--- config.mk ---
export PLATFORM = sky130hd
export DESIGN_NAME = xnor_diff_decoder_flat
export DESIGN_NICKNAME = d
export VERILOG_FILES = /design/src/rtl/xnor_diff_decoder_if.sv /design/src/rtl/xnor_diff_decoder.sv /design/src/flat_wrapper.sv
export SDC_FILE = /design/constraint.sdc
export NUM_CORES = 1
export LEC_CHECK = 0
export CAP_MARGIN = 20
export CORE_ASPECT_RATIO = 0.9
export CORE_UTILIZATION = 52
export CTS_BUF_LIST = sky130_fd_sc_hd__clkbuf_16
export DETAILED_ROUTE_END_ITERATION = 16
export GPL_TIMING_DRIVEN = 0
export PLACE_DENSITY_LB_ADDON = 0.12
export SYNTH_ARGS = -nofsm -noshare
export SYNTH_HDL_FRONTEND = slang
export SYNTH_SLANG_ARGS = --single-unit
--- constraint.sdc ---
create_clock -name clk -period 2.1 [get_ports clk]
set_input_delay 0.42 -clock clk [delete_from_list [all_inputs] [get_ports clk]]
set_output_delay 0.42 -clock clk [all_outputs]
set_load 0.03 [all_outputs]
--- src/rtl/xnor_diff_decoder_if.sv ---
// rtl/xnor_diff_decoder_if.sv - serial line input and decoded word output bundle
interface xnor_diff_decoder_if #(
  parameter int WIDTH = 8
);
  logic             in_sync;
  logic             in_bit;
  logic             in_valid;
  logic             in_ready;
  logic [WIDTH-1:0] out_data;
  logic             out_valid;
  logic             out_ready;
  logic             parity_err;

  modport master (
    output in_sync, in_bit, in_valid, out_ready,
    input  in_ready, out_data, out_valid, parity_err
  );

  modport slave (
    input  in_sync, in_bit, in_valid, out_ready,
    output in_ready, out_data, out_valid, parity_err
  );
endinterface

--- src/rtl/xnor_diff_decoder.sv ---
// rtl/xnor_diff_decoder.sv - XNOR differential line decoder, LSB-first deserializer
// Optional trailing parity bit per frame with XNOR_DEC_PARITY_EN.
module xnor_diff_decoder #(
  parameter int WIDTH      = 8,
  parameter bit INIT_LEVEL = 1'b1
) (
  input logic                clk,
  input logic                reset,
  xnor_diff_decoder_if.slave bus
);
`ifdef XNOR_DEC_PARITY_EN
  localparam int LAST = WIDTH;
`else
  localparam int LAST = WIDTH - 1;
`endif
  localparam int CW = $clog2(LAST + 1);
  localparam logic [CW-1:0] LAST_C = CW'(LAST);

  typedef enum logic [1:0] {IDLE, SHIFT, STALL} state_t;

  state_t           state_q, state_d;
  logic [CW-1:0]    count_q, count_d;
  logic             prev_q, prev_d;
  logic [WIDTH-1:0] shift_q, shift_d;
  logic [WIDTH-1:0] out_data_q, out_data_d;
  logic             out_valid_q, out_valid_d;
  logic             parity_err_q, parity_err_d;

  logic             stalled;
  logic             accept;
  logic             dec_bit;
  logic             last_bit;
  logic             perr;
  logic [WIDTH-1:0] word_nxt;

  // STALL is only ever entered with count at the final slot and a word pending
  assign stalled  = (state_q == STALL) && !bus.out_ready;
  assign accept   = bus.in_valid && !stalled && !bus.in_sync;
  assign dec_bit  = ~(bus.in_bit ^ prev_q);
  assign last_bit = (count_q == LAST_C);

`ifdef XNOR_DEC_PARITY_EN
  assign perr = (^shift_q) ^ dec_bit;
`else
  assign perr = 1'b0;
`endif

  always_comb begin
    word_nxt = shift_q;
    for (int i = 0; i < WIDTH; i++) begin
      if (count_q == CW'(i)) word_nxt[i] = dec_bit;
    end
  end

  always_comb begin
    state_d      = state_q;
    count_d      = count_q;
    prev_d       = prev_q;
    shift_d      = shift_q;
    out_data_d   = out_data_q;
    out_valid_d  = out_valid_q;
    parity_err_d = parity_err_q;

    if (out_valid_q && bus.out_ready) begin
      out_valid_d  = 1'b0;
      parity_err_d = 1'b0;
    end

    if (bus.in_sync) begin
      prev_d  = INIT_LEVEL;
      count_d = '0;
      shift_d = '0;
    end else if (accept) begin
      prev_d = bus.in_bit;
      if (last_bit) begin
        count_d      = '0;
        shift_d      = '0;
        out_data_d   = word_nxt;
        out_valid_d  = 1'b1;
        parity_err_d = perr;
      end else begin
        count_d = count_q + CW'(1);
        shift_d = word_nxt;
      end
    end

    if (count_d == '0)                        state_d = IDLE;
    else if (count_d == LAST_C && out_valid_d) state_d = STALL;
    else                                      state_d = SHIFT;
  end

  always_ff @(posedge clk) begin
    if (reset) begin
      state_q      <= IDLE;
      count_q      <= '0;
      prev_q       <= INIT_LEVEL;
      shift_q      <= '0;
      out_data_q   <= '0;
      out_valid_q  <= 1'b0;
      parity_err_q <= 1'b0;
    end else begin
      state_q      <= state_d;
      count_q      <= count_d;
      prev_q       <= prev_d;
      shift_q      <= shift_d;
      out_data_q   <= out_data_d;
      out_valid_q  <= out_valid_d;
      parity_err_q <= parity_err_d;
    end
  end

  assign bus.in_ready   = !stalled;
  assign bus.out_data   = out_data_q;
  assign bus.out_valid  = out_valid_q;
  assign bus.parity_err = parity_err_q;
endmodule

--- src/flat_wrapper.sv ---
// flat-port wrapper written by rule: the top's interface ports become plain ports
module xnor_diff_decoder_flat 
#(
  parameter int WIDTH      = 8,
  parameter bit INIT_LEVEL = 1'b1
)
  (clk, reset, bus_in_sync, bus_in_bit, bus_in_valid, bus_out_ready, bus_in_ready, bus_out_data, bus_out_valid, bus_parity_err);
  xnor_diff_decoder_if #(.WIDTH(WIDTH)) bus_i ();
  input logic clk;
  input logic reset;
  input wire logic [$bits(bus_i.in_sync)-1:0] bus_in_sync;
  input wire logic [$bits(bus_i.in_bit)-1:0] bus_in_bit;
  input wire logic [$bits(bus_i.in_valid)-1:0] bus_in_valid;
  input wire logic [$bits(bus_i.out_ready)-1:0] bus_out_ready;
  output wire logic [$bits(bus_i.in_ready)-1:0] bus_in_ready;
  output wire logic [$bits(bus_i.out_data)-1:0] bus_out_data;
  output wire logic [$bits(bus_i.out_valid)-1:0] bus_out_valid;
  output wire logic [$bits(bus_i.parity_err)-1:0] bus_parity_err;
  assign bus_i.in_sync = bus_in_sync;
  assign bus_i.in_bit = bus_in_bit;
  assign bus_i.in_valid = bus_in_valid;
  assign bus_i.out_ready = bus_out_ready;
  assign bus_in_ready = bus_i.in_ready;
  assign bus_out_data = bus_i.out_data;
  assign bus_out_valid = bus_i.out_valid;
  assign bus_parity_err = bus_i.parity_err;
  xnor_diff_decoder #(.WIDTH(WIDTH), .INIT_LEVEL(INIT_LEVEL)) u_core (.clk(clk), .reset(reset), .bus(bus_i));
endmodule
Word-level counts from Yosys, hierarchy flattened --
Index checks and enable logic that the tools add are counted.
Cells by class: eq/ne operators 9, bitwise logic cells 3, reduce and logical (&&, ||, !) cells 13, mux-type cells 21, add/sub/neg operators 1
Operator list (count):
- $mux W1 | 16
- $eq A3 B3 Y1 const B | 5
- $mux W3 | 3
- $mux W8 | 1
- $eq A3 B2 Y1 const B | 2
- $logic_not A3 Y1 | 2
- $logic_and A1 B1 Y1 | 5
- $reduce_or A2 Y1 | 2
- $add A3 B1 Y3 const B | 1
- $eq A3 B1 Y1 const B | 1
- $logic_not A1 Y1 | 3
- $reduce_and A3 Y1 | 1
- $eq A2 B2 Y1 const B | 1
- $mux W2 | 1
- $not A1 Y1 | 2
- $xor A1 B1 Y1 | 1
Storage, ports and cells: flip-flop bits (word level) 24, bits of input ports 6, word-level logic and storage cells 54

Depth between registers and ports, before layout --
depth after elaboration 10, gate-level depth with buffers 7, gate-level depth less buffers 6

Worst setup path after synthesis --
No wires, ideal clock.
path kind flip-flop to flip-flop, start register u_core.count_q[0], end register u_core.state_q[0], required time 1985 ps, cell stages (with the launch flop) 7, period minus slack after synthesis 1843 ps, slack 257 ps, data arrival time 1728 ps, cells stage by stage dfxtp_1 > ha_1 > ha_1 > or4b_1 > nor4_1 > o21ai_1 > and2_1
On the way: cells in the longest elaborated chain, start to end 7, elaborated cells between the ends (all ways) 13
RTL lines:
- from (decl) | line xnor_diff_decoder.sv:22 | logic [CW-1:0] count_q, count_d;
- from (signal assigned) | line xnor_diff_decoder.sv:103 | count_q <= count_d;
- $add A3 B1 Y3 or $eq A3 B3 Y1 (tied branches) | line xnor_diff_decoder.sv:82, xnor_diff_decoder.sv:40
- $mux W3 | line xnor_diff_decoder.sv:75 | if (last_bit) begin
- $mux W3 | line xnor_diff_decoder.sv:73 | end else if (accept) begin
- $mux W3 | line xnor_diff_decoder.sv:69 | if (bus.in_sync) begin
- $eq A3 B3 Y1 | line xnor_diff_decoder.sv:88 | else if (count_d == LAST_C && out_valid_d) state_d = STALL;
- $logic_and A1 B1 Y1 | line xnor_diff_decoder.sv:88
- $mux W2 | line xnor_diff_decoder.sv:88
- to (signal assigned) | line xnor_diff_decoder.sv:102 | state_q <= state_d;
- to (decl) | line xnor_diff_decoder.sv:21 | state_t state_q, state_d;
Parallel ways exist; a longest one is shown, timed or not. A chain may end at the register's enable or synchronous reset.

Worst setup path in the final report --
start input bus_out_ready, end output bus_in_ready
On the way: cells in the longest elaborated chain, start to end 3
RTL lines:
- from (decl) | line flat_wrapper.sv:14 | input wire logic [$bits(bus_i.out_ready)-1:0] bus_out_ready;
- $logic_not A1 Y1 | line xnor_diff_decoder.sv:37 | assign stalled = (state_q == STALL) && !bus.out_ready;
- $logic_and A1 B1 Y1 | line xnor_diff_decoder.sv:37
- $logic_not A1 Y1 | line xnor_diff_decoder.sv:112 | assign bus.in_ready = !stalled;
- to (decl) | line flat_wrapper.sv:15 | output wire logic [$bits(bus_i.in_ready)-1:0] bus_in_ready;
Every way passes these cells.

==> impl_metrics.py <==
metrics = {
    "yosys": {
        "synthAdderAreaFrac_pct": 7.60,
        "synth.avg_cell_area_um2": 9.00,
        "syn_inst": 128,
        "synth.distinct_cells": 34,
        "mappedNetlistNets": 141,
        "synth_xor_area_share_pct": 0.760,
        "synth_most_common_cell": "dfxtp_1",
        "yosysSeqAreaShare_pct": 40.0,
        "netlist_area_mm2": 0.00115,
        "synthTopCellsByCount": "dfxtp_1, nor2_1, nor3_1, ha_1, nand2_1",
        "ys_top_cells_by_area": "dfxtp_1, ha_1, nor2_1",
        "synth_top_family_by_area": "simple AND/OR/NAND/NOR gates",
        "synth_edf_count": 0,
        "synth_compound_area_share_pct": 14.0,
        "synth_top_area_cell": "dfxtp_1",
        "synthMuxAreaShare_pct": 7.60,
        "synth_top_area_share_pct": 40.0,
        "synth_flop_cell": "dfxtp_1",
        "async_flop_share_pct": 0,
        "yosys.area_share.simple_pct": 26.4,
        "ys_ff_latch": 23,
        "yosys_warnings": 0,
    },
    "cells_and_area": {
        "area_delta_synth_final_pct": 27.1,
        "final_nets": 164,
        "drive_gt1_share_pct": 15.3,
        "nFillCells": 154,
        "diodes": 0,
        "final_util_pct": 73.0,
        "final_area_mm2": 0.00147,
    },
    "grt": {
        "track_usage_pct": 23.6,
        "grt_max_degree": 14,
        "grt_pass1_vias": 906,
        "grt-ovfl-total": 0,
        "antenna_found_initial": 0,
        "grt_pass1_wl_um": 3950,
    },
    "die": {
        "rows": 15,
        "die-area_mm2": 0.00241,
        "io_pins": 17,
        "die_x_um": 51.6,
        "dieHeight_um": 46.7,
        "initial_core_util_pct": 57.4,
        "core-area_mm2": 0.00201,
    },
    "pwr": {
        "clkPwrFrac_pct": 44.0,
        "seqPwrFrac_pct": 48.5,
        "p_comb_share_pct": 7.5,
        "swShare_pct": 20.9,
        "power_per_cell_area_mw_per_mm2": 625,
        "p_int_mw": 0.724,
        "ir_drop_mv": 0.637,
        "p_switching_mw": 0.191,
        "leakage_nw": 0.506,
        "p_total_mw": 0.915,
    },
    "cts": {
        "cts-root-buf": "clkbuf_16",
        "cts_tree": "built",
        "numCtsBuffers": 3,
        "hold_buffers": 0,
        "htree_levels": 1,
        "path_clk_slew_ns": 0.06,
        "cts_buffer_depth": 2,
        "clock_latency_ns": 0.25,
        "clkSinkCount": 23,
    },
    "min_path": {
        "hold_path_class": "flip-flop to flip-flop",
        "hp-start": "u_core.bus.parity_err$_SDFF_PP0_",
        "hold_depth": 2,
        "whs_endpoint": "u_core.bus.parity_err$_SDFF_PP0_",
    },
    "detailed_routing": {
        "wl_per_cell_um": 14.3,
        "via_count": 952,
        "drc": 0,
        "routed_wl_um": 2500,
        "drtIter0Drc": 30,
        "postRouteAntennaNets": 0,
        "viasPerCell": 5.44,
        "dr.pass1.iters": 4,
    },
    "worst_setup_path": {
        "worstPathRequired_ns": 1.68,
        "rr_startpoint": "u_core.count_q[0]$_SDFF_PP0_",
        "cp-start-kind": "primary input",
        "reg2reg_slack_ns": 0.12,
        "timing.reg2reg.worst_path_depth": 6,
        "cp_data_arrival_time_ns": 1.63,
        "path_max_fanout": 7,
        "critPathCaptureType": "primary output",
        "worstSetupPathType": "primary input to primary output",
        "rr_endpoint": "u_core.state_q[0]$_SDFF_PP0_",
    },
    "timing": {
        "final-hold-violation-count": 0,
        "worstMarginPinSlew_ns": 0.749,
        "rsz0062_at_grt": "no",
        "period_minus_slack_ns": 2.05,
        "fin_worst_skew_ns": 0.00323,
        "slew_headroom_pct": 49.7,
        "finalCritPeriodShare_pct": 97.4,
        "clock.fmax_ghz": 0.489,
        "finalMaxSlewViolations": 0,
        "final-setup-viol-count": 0,
    },
    "placement": {
        "dp_hpwl_um": 1740,
        "place_congestion": 0.898,
        "numPortBuffers": 16,
        "place_area_mm2": 0.00134,
    },
    "flow_run": {
        "maxCapViolCount": 0,
    },
    "outcome": {
        "status": "complete, no violations",
    },
}
==> logic make-up after synthesis <==
kind of cell    Yosys count
simple gates             59
flops                    23
compound gates           20
buf+inv                  10
mux                       8
fa+ha+maj                 7
xor+xnor                  1
==> worst max-delay path: stages <==
cell	delay (ns)
clkdlybuf4s50_1	0.47
nor3b_4	0.27
inv_4	0.10
dlygate4sd2_1	0.36
==> power groups by stage <==
stage               Combinational, mW  Sequential (mW)  Clock (mW)
floorplan                      0.0419            0.453           0
global placement               0.0645            0.453           0
finish                         0.0686            0.444       0.403
global route                   0.0756            0.444       0.426
detailed placement             0.0658            0.454           0
CTS                            0.0675            0.444       0.409
==> state kept, by name (all words and copies together), names as in the netlist <==
signal and flops:
u_core.bus.out_data 8, u_core.bus.out_valid 1, u_core.bus.parity_err 1, u_core.count_q 3, u_core.prev_q 1, u_core.shift_q 7
u_core.state_q 2
==> cell usage in the layout, fill, tap and decap left out, drive strengths merged <==
cell type / n
clkbuf: 5
nor4: 1
a2111oi: 3
clkinv: 1
nor3b: 1
nand2: 8
xnor2: 1
or3: 1
and2: 1
mux2: 6
mux2i: 2
a31oi: 1
or4b: 1
inv: 6
dlygate4sd2: 1
clkdlybuf4s50: 15
ha: 7
nor2: 21
o21ai: 3
a311oi: 1
nand4b: 1
nand3: 1
or2: 1
a22oi: 6
nand2b: 2
nor3: 14
dfxtp: 23
a21oi: 4
buf: 4
nor2b: 6
a211oi: 2
==> layout make-up <==
class | instances | area [µm²] | area share, %
Buffer | 4 | 17.5 | 1.20
Tap cell | 25 | 31.3 | 2.13
Inverter | 6 | 25.0 | 1.71
Multi-Input combinational cell | 95 | 664 | 45.3
Clock buffer | 3 | 75.1 | 5.12
Timing Repair Buffer | 18 | 186 | 12.7
Clock inverter | 1 | 5.00 | 0.342
Sequential cell | 23 | 460 | 31.4
==> worst max path at each step <==
stage                                       startpoint                            to  cells past startpoint
final                                    bus_out_ready                  bus_in_ready                      4
after global routing                     bus_out_ready                  bus_in_ready                      4
after CTS                 u_core.count_q[0]$_SDFF_PP0_  u_core.state_q[0]$_SDFF_PP0_                      6
after detailed placement                 bus_out_ready                  bus_in_ready                      4
after global placement                   bus_out_ready                  bus_in_ready                      4
after floorplan           u_core.count_q[0]$_SDFF_PP0_  u_core.state_q[0]$_SDFF_PP0_                      6
==> timing repair <==
action | 4_1_cts | 5_1_grt
setup buffers | 1 | 1
hold endpoints to repair | 0 | 0
endpoints found under the setup margin | 4 | 6
pin swaps | 1 | 1
gates resized for setup | 2 | 2
==> through the flow <==
step	TNS [ns]	setup slack, ns	std cells	hold WS (ns)
after detailed placement	-0.459	-0.306	169	0.468
final	0	0.0539	175	0.470
after CTS	0	0.0241	174	0.476
after global routing	0	0.00916	175	0.500
after global placement	-0.320	-0.302	169	0.432
after floorplan	0	0.257	128	0.453
==> routing by layer <==
layer  vias to the layer above  GRT usage (%)  wire [µm]
met2                        20           40.0       1210
met4                         0           10.3         22
met1                       436           28.5       1170
met5                         -              0          0
li1                        494              -          -
met3                         2           5.94         93
(Power assumes the default switching activity.)
